--- config.mk ---
export PLATFORM = sky130hd
export DESIGN_NAME = piccolo_uart_rx
export DESIGN_NICKNAME = d
export VERILOG_FILES = /design/src/rtl/piccolo_uart_rx_pkg.sv /design/src/rtl/piccolo_uart_rx_fifo.sv /design/src/rtl/piccolo_uart_rx.sv
export SDC_FILE = /design/constraint.sdc
export NUM_CORES = 1
export LEC_CHECK = 0
export ABC_AREA = 1
export BUFFER_PORTS_ARGS = -buffer_cell sky130_fd_sc_hd__clkbuf_2
export CORE_ASPECT_RATIO = 0.7
export CORE_MARGIN = 2
export CORE_UTILIZATION = 50
export CTS_BUF_LIST = sky130_fd_sc_hd__clkbuf_8
export DETAILED_ROUTE_END_ITERATION = 10
export PLACE_DENSITY = 0.67
export SETUP_SLACK_MARGIN = 0.1
export SLEW_MARGIN = 20
export SYNTH_ARGS = -nofsm -noshare
export SYNTH_HDL_FRONTEND = slang
export SYNTH_HIERARCHICAL = 1
export SYNTH_SLANG_ARGS = --single-unit
export TNS_END_PERCENT = 20
--- constraint.sdc ---
create_clock -name clk -period 6 [get_ports clk]
set_input_delay 1.2 -clock clk [delete_from_list [all_inputs] [get_ports clk]]
set_output_delay 1.2 -clock clk [all_outputs]
set_load 0.02 [all_outputs]
--- src/rtl/piccolo_uart_rx_pkg.sv ---
// Shared definitions for the Piccolo UART: receiver state encoding and the
// bit-period arithmetic that the transmitter will reuse.
package piccolo_uart_rx_pkg;

  typedef enum logic [2:0] {
    ST_IDLE  = 3'd0,
    ST_START = 3'd1,
    ST_DATA  = 3'd2,
    ST_STOP  = 3'd3,
    ST_BREAK = 3'd4
  } rx_state_e;

  // Clocks per bit, rounded to the nearest integer.
  function automatic int uart_div(input int clock_freq, input int baudrate);
    return (clock_freq + baudrate / 2) / baudrate;
  endfunction

  function automatic int uart_half(input int clock_freq, input int baudrate);
    return uart_div(clock_freq, baudrate) / 2;
  endfunction

endpackage

--- src/rtl/piccolo_uart_rx_fifo.sv ---
// Byte FIFO behind the UART receiver: circular buffer with wrap-bit pointers,
// head byte exposed with valid/ready, dropped pushes reported as overrun.
module piccolo_uart_rx_fifo #(
  parameter int FIFO_DEPTH_LOG2 = 2
) (
  input  logic       clk,
  input  logic       reset,
  input  logic       push,
  input  logic [7:0] push_data,
  input  logic       out_ready,
  output logic       out_valid,
  output logic [7:0] out_data,
  output logic       overrun_err
);

  localparam int DEPTH = 1 << FIFO_DEPTH_LOG2;
  localparam int PW    = FIFO_DEPTH_LOG2 + 1;

  logic [PW-1:0] wr_ptr_q, wr_ptr_d;
  logic [PW-1:0] rd_ptr_q, rd_ptr_d;
  logic [7:0]    mem_q [DEPTH];
  logic [7:0]    mem_d [DEPTH];
  logic          overrun_err_q, overrun_err_d;
  logic          empty, full, pop, push_ok;

  assign empty = (wr_ptr_q == rd_ptr_q);
  assign full  = (wr_ptr_q[PW-1] != rd_ptr_q[PW-1]) &&
                 (wr_ptr_q[PW-2:0] == rd_ptr_q[PW-2:0]);
  assign pop   = !empty && out_ready;
  // When full, a same-cycle pop frees the slot the write lands in.
  assign push_ok = push && (!full || pop);

  always_comb begin
    mem_d         = mem_q;
    wr_ptr_d      = wr_ptr_q + PW'(push_ok);
    rd_ptr_d      = rd_ptr_q + PW'(pop);
    overrun_err_d = push && full && !pop;
    if (push_ok) mem_d[wr_ptr_q[PW-2:0]] = push_data;
  end

  always_ff @(posedge clk or posedge reset) begin
    if (reset) begin
      wr_ptr_q      <= '0;
      rd_ptr_q      <= '0;
      overrun_err_q <= 1'b0;
      for (int i = 0; i < DEPTH; i++) mem_q[i] <= '0;
    end else begin
      wr_ptr_q      <= wr_ptr_d;
      rd_ptr_q      <= rd_ptr_d;
      overrun_err_q <= overrun_err_d;
      mem_q         <= mem_d;
    end
  end

  assign out_valid   = !empty;
  assign out_data    = mem_q[rd_ptr_q[PW-2:0]];
  assign overrun_err = overrun_err_q;

endmodule

--- src/rtl/piccolo_uart_rx.sv ---
// Host-link UART receiver: synchronises RXD, deserialises 8N1 frames LSB
// first and queues good bytes in a small FIFO toward the command decoder.
//
//   state    | meaning
//   ---------+-----------------------------------------------------------
//   ST_IDLE  | line idle, waiting for a falling edge on rxs
//   ST_START | counting to mid start bit to confirm it is still low
//   ST_DATA  | sampling 8 data bits, one every DIV cycles
//   ST_STOP  | waiting to mid stop bit; high pushes, low is a framing error
//   ST_BREAK | after a framing error, waiting for the line to return high
module piccolo_uart_rx
  import piccolo_uart_rx_pkg::*;
#(
  parameter int CLOCK_FREQ      = 50000000,
  parameter int BAUDRATE        = 115200,
  parameter int FIFO_DEPTH_LOG2 = 2
) (
  input  logic       clk,
  input  logic       reset,
  input  logic       rxd_in,
  output logic       out_valid,
  output logic [7:0] out_data,
  input  logic       out_ready,
  output logic       framing_err,
  output logic       overrun_err,
  output logic       busy
);

  localparam int DIV  = uart_div(CLOCK_FREQ, BAUDRATE);
  localparam int HALF = uart_half(CLOCK_FREQ, BAUDRATE);
  localparam int CW   = $clog2(DIV);
  localparam logic [CW-1:0] DIV_M1  = CW'(DIV - 1);
  localparam logic [CW-1:0] HALF_M1 = CW'(HALF - 1);

  if (DIV < 4) begin : g_bad_div
    $error("piccolo_uart_rx: CLOCK_FREQ/BAUDRATE gives fewer than 4 clocks per bit");
  end
  if (FIFO_DEPTH_LOG2 < 1 || FIFO_DEPTH_LOG2 > 4) begin : g_bad_depth
    $error("piccolo_uart_rx: FIFO_DEPTH_LOG2 must be 1..4");
  end

  logic      sync1_q, rxs_q, rxs_prev_q;
  logic      rxs, rx_fall;
  rx_state_e state_q, state_d;
  logic [CW-1:0] cnt_q, cnt_d;
  logic [2:0]    bit_idx_q, bit_idx_d;
  logic [7:0]    shift_q, shift_d;
  logic          framing_err_q, framing_err_d;
  logic          push;

  // Synchroniser resets to idle-high so a line held low through reset is
  // only seen as a frame start once rxs actually transitions.
  always_ff @(posedge clk or posedge reset) begin
    if (reset) begin
      sync1_q    <= 1'b1;
      rxs_q      <= 1'b1;
      rxs_prev_q <= 1'b1;
    end else begin
      sync1_q    <= rxd_in;
      rxs_q      <= sync1_q;
      rxs_prev_q <= rxs_q;
    end
  end

  assign rxs     = rxs_q;
  assign rx_fall = rxs_prev_q && !rxs;

  always_comb begin
    state_d       = state_q;
    cnt_d         = cnt_q + 1'b1;
    bit_idx_d     = bit_idx_q;
    shift_d       = shift_q;
    framing_err_d = 1'b0;
    push          = 1'b0;
    case (state_q)
      ST_IDLE: begin
        cnt_d = '0;
        if (rx_fall) state_d = ST_START;
      end
      ST_START: begin
        if (cnt_q == HALF_M1) begin
          cnt_d     = '0;
          bit_idx_d = '0;
          state_d   = rxs ? ST_IDLE : ST_DATA;
        end
      end
      ST_DATA: begin
        if (cnt_q == DIV_M1) begin
          cnt_d     = '0;
          shift_d   = {rxs, shift_q[7:1]};
          bit_idx_d = bit_idx_q + 3'd1;
          if (bit_idx_q == 3'd7) state_d = ST_STOP;
        end
      end
      ST_STOP: begin
        // Leaving at mid stop bit gives half a bit of slack for the next start.
        if (cnt_q == DIV_M1) begin
          cnt_d = '0;
          if (rxs) begin
            push    = 1'b1;
            state_d = ST_IDLE;
          end else begin
            framing_err_d = 1'b1;
            state_d       = ST_BREAK;
          end
        end
      end
      ST_BREAK: begin
        cnt_d = '0;
        if (rxs) state_d = ST_IDLE;
      end
      default: state_d = ST_IDLE;
    endcase
  end

  always_ff @(posedge clk or posedge reset) begin
    if (reset) begin
      state_q       <= ST_IDLE;
      cnt_q         <= '0;
      bit_idx_q     <= '0;
      shift_q       <= '0;
      framing_err_q <= 1'b0;
    end else begin
      state_q       <= state_d;
      cnt_q         <= cnt_d;
      bit_idx_q     <= bit_idx_d;
      shift_q       <= shift_d;
      framing_err_q <= framing_err_d;
    end
  end

  assign framing_err = framing_err_q;
  assign busy        = (state_q != ST_IDLE);

  piccolo_uart_rx_fifo #(
    .FIFO_DEPTH_LOG2(FIFO_DEPTH_LOG2)
  ) u_fifo (
    .clk        (clk),
    .reset      (reset),
    .push       (push),
    .push_data  (shift_q),
    .out_ready  (out_ready),
    .out_valid  (out_valid),
    .out_data   (out_data),
    .overrun_err(overrun_err)
  );

endmodule

# [Yosys cells after proc, flatten, opt, wreduce, memory -nomap -nowiden]
# Cells that the tools add are included.
# W data, S select, Z words.
[word_totals] ff_bits=66 inputBits=4 output_inout_bits=12 word_cells=87
[classes] add_sub_neg=4 n_lt_le_gt_ge=3 n_eq_ne=16 n_mux=27 bitwise_logic=2 n_reduce_logical=20
[op_table] operator="$bwmux W32" n=1
[op_table] operator="$mux W3" n=9
[op_table] operator="$pmux W9 S3" n=1
[op_table] operator="$mux W8" n=3
[op_table] operator="$mux W9" n=2
[op_table] operator="$bmux W8 S2" n=1
[op_table] operator="$demux W8 S2" n=1
[op_table] operator="$pmux W3 S5" n=1
[op_table] operator="$ne A2 B2 Y1 const B" n=6
[op_table] operator="$add A9 B1 Y9 const B" n=1
[op_table] operator="$eq A9 B8 Y1 const B" n=1
[op_table] operator="$eq A9 B9 Y1 const B" n=1
[op_table] operator="$logic_and A1 B1 Y1" n=7
[op_table] operator="$add A3 B1 Y3" n=2
[op_table] operator="$eq A3 B2 Y1 const B" n=2
[op_table] operator="$eq A3 B3 Y1 const B" n=2
[op_table] operator="$ge A3 B3 Y1 const B" n=2
[op_table] operator="$mux W1" n=6
[op_table] operator="$not A2 Y3" n=2
[op_table] operator="$pmux W3 S2" n=1
[op_table] operator="$reduce_and A6 Y1" n=1
[op_table] operator="$logic_not A1 Y1" n=4
[op_table] operator="$reduce_or A2 Y1" n=2
[op_table] operator="$add A3 B1 Y3 const B" n=1
[op_table] operator="12 further kinds" n=12

# [Longest topological paths before layout]
[logic_depth] ltp_word=6 depth_mapped=13 mapped_depth_nobuf=11

# [By module]
# Netlist, hierarchy kept.
[by_module_without_submodules] mod="piccolo_uart_rx_fifo" n_inst=1 cells_each=226 area_each_um2=1950.6 seq_area_each_um2=975.9
[by_module_without_submodules] mod="piccolo_uart_rx" n_inst=1 cells_each=157 area_each_um2=1376.3 seq_area_each_um2=679.4

# [Least setup slack after synthesis]
# No wires, ideal clock.
[synth_timing] kind="flip-flop to output port" from="register u_fifo.rd_ptr_q[0]" to="output out_data[2]" arrival_time_ns=1.311 path_slack_ns=3.489 stages_incl_launch_ff=6 n_path_buf=2 path_cell_list="dfrtp_1 > buf_4 > inv_2 > clkbuf_1 > o21ai_0 > o22ai_1"
[synth_between] elab_chain_cells=4
[synth_rtl] item="from (decl)" line_no="piccolo_uart_rx_fifo.sv:20" rtl="logic [PW-1:0] rd_ptr_q, rd_ptr_d;"
[synth_rtl] item="from (signal assigned)" line_no="piccolo_uart_rx_fifo.sv:49" rtl="rd_ptr_q <= rd_ptr_d;"
[synth_rtl] item="$not A2 Y3 (implied by the code)" line_no="piccolo_uart_rx_fifo.sv:56" rtl="assign out_data = mem_q[rd_ptr_q[PW-2:0]];"
[synth_rtl] item="$bmux W8 S2" line_no="piccolo_uart_rx_fifo.sv:56"
[synth_rtl] item="$mux W8 (implied by the code) (2 in series)" line_no="piccolo_uart_rx_fifo.sv:56"
[synth_rtl] item="to (decl)" line_no="piccolo_uart_rx.sv:22" rtl="output logic [7:0] out_data,"
# No other way between the ends. The select of a mux whose other input is x is not followed.

# [Worst setup path in the final report]
[layout_timing] from="register u_fifo.rd_ptr_q[0]" to="output out_valid"
[layout_between] elab_chain_cells=2
[layout_rtl] item="$eq A3 B3 Y1" line_no="piccolo_uart_rx_fifo.sv:26" rtl="assign empty = (wr_ptr_q == rd_ptr_q);"
[layout_rtl] item="$logic_not A1 Y1" line_no="piccolo_uart_rx_fifo.sv:55" rtl="assign out_valid = !empty;"
[layout_rtl] item="to (decl)" line_no="piccolo_uart_rx.sv:21" rtl="output logic out_valid,"
# No other way between the ends.

==> reports/qor.txt <==
DRT Pass-1 Iters: 4
worst hold path type: flip-flop to flip-flop
Tot Pwr: 1.22 mW
Worst path slowest cell: dfrtp_1
insertion delay to the later sink of the worst-skew pair: 340 ps
CTS tree: yes
Mapped Area: 3330 um2
H-Tree Depth: 3
outcome: completed
register area: 1660 um2
Worst Path Max Fanout: 19
r2r setup slk: 3590 ps
average cell area after synthesis: 8.69 um2
Clock Path Buffers: 2
Post-Syn Nets: 396
multi-input combinational cell area: 1470 um2
Synth area leader: dfrtp_1
r2r endpoint: u_fifo/wr_ptr_q[2]$_DFF_PP0_
Min Clock Period, post-route: 3080 ps
dpl cells: 479
most common cell in the netlist: nand2_1
Yosys reg bits: 66
final setup fails: 0
CP top delay family: flip-flops
Slew @ Worst Pin: 885 ps
core area: 6340 um2
Worst Setup Path Type: flip-flop to output port
Hold Path Sink: rxs$_DFF_PP1_
Die X: 101 um
R2R cell count: 12
Leak Pwr: 1.92 nW
CTS Buf Count: 9
total negative slack: 0 ps
Inserted Diodes: 0
worst path arrival time: 1880 ps
Cells after Synth: 383
max cap viols: 0
Synthesis Warnings: 6
worst path buffer plus inverter count: 2
filler instances: 570
IO buf count: 15
initial antenna violation count: 0
post-synthesis sequential area ratio: 49.8%
CP Cell Sequence: inv_2 -> nand2_1 -> nand2_2 -> nor2_8 -> nand2_1 -> clkbuf_2
Yosys cell types: 39
RSZ-0062 raised after global routing: no
final hold vios: 0
via count: 2,633
Finished Layout Cells: 495
clk slew on worst S/H paths: 70 ps
die area: 7330 um2
skew final: 10.0 ps
GPL Wtd Cong: 0.931
achievable frequency: 325 MHz
Crit path top cell by count: nand2_1
Slew Limit Fails: 0
Overall Global Routing Usage: 21.5%
CTS sink cnt: 66
proportion of layout cells with a drive suffix above 1: 16.3%
Peak supply drop: 0.172 mV
CTS resizes: 0
CP endpoint kind: output port
DP HPWL: 4870 um
slew margin rel.: 40.8%
average vias per placed instance: 5.32
Worst setup SP type: flip-flop
top-area cell type share of the netlist area: 47.4%
die height: 72.2 um
final wirelength: 7050 um
grt ovf: 0
Final Net Count: 412
Power Density: 337 nW/um2
synth top area cells: dfrtp_1 (47%), nand2_1 (13%), nand4_1 (6.8%), nor2_1 (3.6%), ha_1 (3.4%)
HP Start: sync1_q$_DFF_PP1_
synth-to-layout area growth: 8.35%
# DRC: 0
number of flops mapped to enable cells by yosys: 0
first-pass GRT wire length: 12,100 um
fraction of registers with async set/reset: 100%
worst r2r src: cnt_q[1]$_DFF_PP0_
CP Data Required Time: 4800 ps
Post-synth top flop: dfrtp_1
slowest stage delay, CP: 690 ps
Routed Antenna Nets: 0
period utilisation layout: 51.3%
top cells by count, synth: nand2_1 (117), dfrtp_1 (63), nand4_1 (36), nor2_1 (32), inv_1 (27)
postcts setup bufs: 0
drt wl/cell: 14.3 um
hold buffer count at cts: 0
Initial Utilization: 52.5%
largest net degree at the start of global routing: 40
1st-iter DRT viols: 159
io pins: 16
row count: 24
CTS root buffer: clkbuf_8
WHS Path Cells: 0
number of global-route vias before repair: 2,441
==> through the flow <==
step | area, um2 | util (%) | setup slack, ps | hold slack, ps
final | 3600 | 56.9 | 2920 | 357
after global routing | 3600 | 56.9 | 2710 | 359
after CTS | 3600 | 56.9 | 2920 | 359
after detailed placement | 3450 | 54.4 | 3290 | 348
after global placement | 3450 | 54.4 | 3370 | 346
after floorplan | 3330 | - | 3490 | 345
==> routing by layer <==
layer | GRT usage [%] | wire length [um] | up-vias
li1 | - | - | 1310
met1 | 33.0 | 3660 | 1251
met2 | 29.5 | 3010 | 64
met3 | 6.55 | 315 | 8
met4 | 5.86 | 63 | 0
met5 | 0 | 0 | -
==> placed cells by master, fill, tap and decap left out, types with 3 or more instances in the layout <==
cell type	netlist	layout
o21a_1	4	4
inv_1	27	29
nor2_2	3	3
nand3_2	3	3
o21ai_0	20	20
o21ai_2	3	3
dfrtp_1	63	63
ha_1	9	9
nand3_1	8	8
nand2_2	6	6
dfstp_2	3	3
clkbuf_2	0	15
nand2_1	117	117
a21oi_1	3	3
nand4_1	36	36
clkinv_2	0	4
nor2_1	32	32
clkbuf_8	0	9
o22ai_1	8	8
inv_2	6	7
==> area by class of cell <==
class	instances	area share, %
repair buffers	17	2.50
clock buffers	9	3.44
well taps	91	3.16
multi-input cells	272	40.7
clock inverters	7	0.868
inverters	33	3.44
flip-flops and latches	66	45.9
==> worst max path at each step <==
stage	startpoint	to	slack [ps]	depth (start not counted)
global route	u_fifo/rd_ptr_q[0]$_DFF_PP0_	out_valid	2710	6
global placement	u_fifo/rd_ptr_q[0]$_DFF_PP0_	out_valid	3370	6
CTS	u_fifo/rd_ptr_q[0]$_DFF_PP0_	out_valid	2920	6
floorplan	u_fifo/rd_ptr_q[0]$_DFF_PP0_	out_data[2]	3490	5
detailed placement	u_fifo/rd_ptr_q[0]$_DFF_PP0_	out_valid	3290	6
finish	u_fifo/rd_ptr_q[0]$_DFF_PP0_	out_valid	2920	6
==> cells by family after synthesis <==
kind of cell | count (synthesis) | share of synthesized area (%)
XOR/XNOR | 2 | 0.527
buffers and inverters | 45 | 6.36
flip-flops | 66 | 49.8
adder cells (fa/ha/maj) | 9 | 3.38
AO/OA/AOI/OAI | 43 | 7.67
AND/OR/NAND/NOR | 218 | 32.3
==> power by group <==
| group | switching, mW | internal [mW] |
|---|---|---|
| combinational | 0.265 | 0.126 |
| clock | 0.162 | 0.142 |
| sequential | 0.0498 | 0.470 |
| total | 0.477 | 0.739 |
==> state kept, by name, summed over array words and instances (netlist names) <==
signal	cells
u_fifo/mem_q	32
u_fifo/overrun_err	1
rxs	1
u_fifo/rd_ptr_q	3
bit_idx_q	3
u_fifo/wr_ptr_q	3
cnt_q	9
state_q	3
rxs_prev_q	1
sync1_q	1
framing_err	1
shift_q	8
No activity file was read; power rests on OpenSTA's default activity.
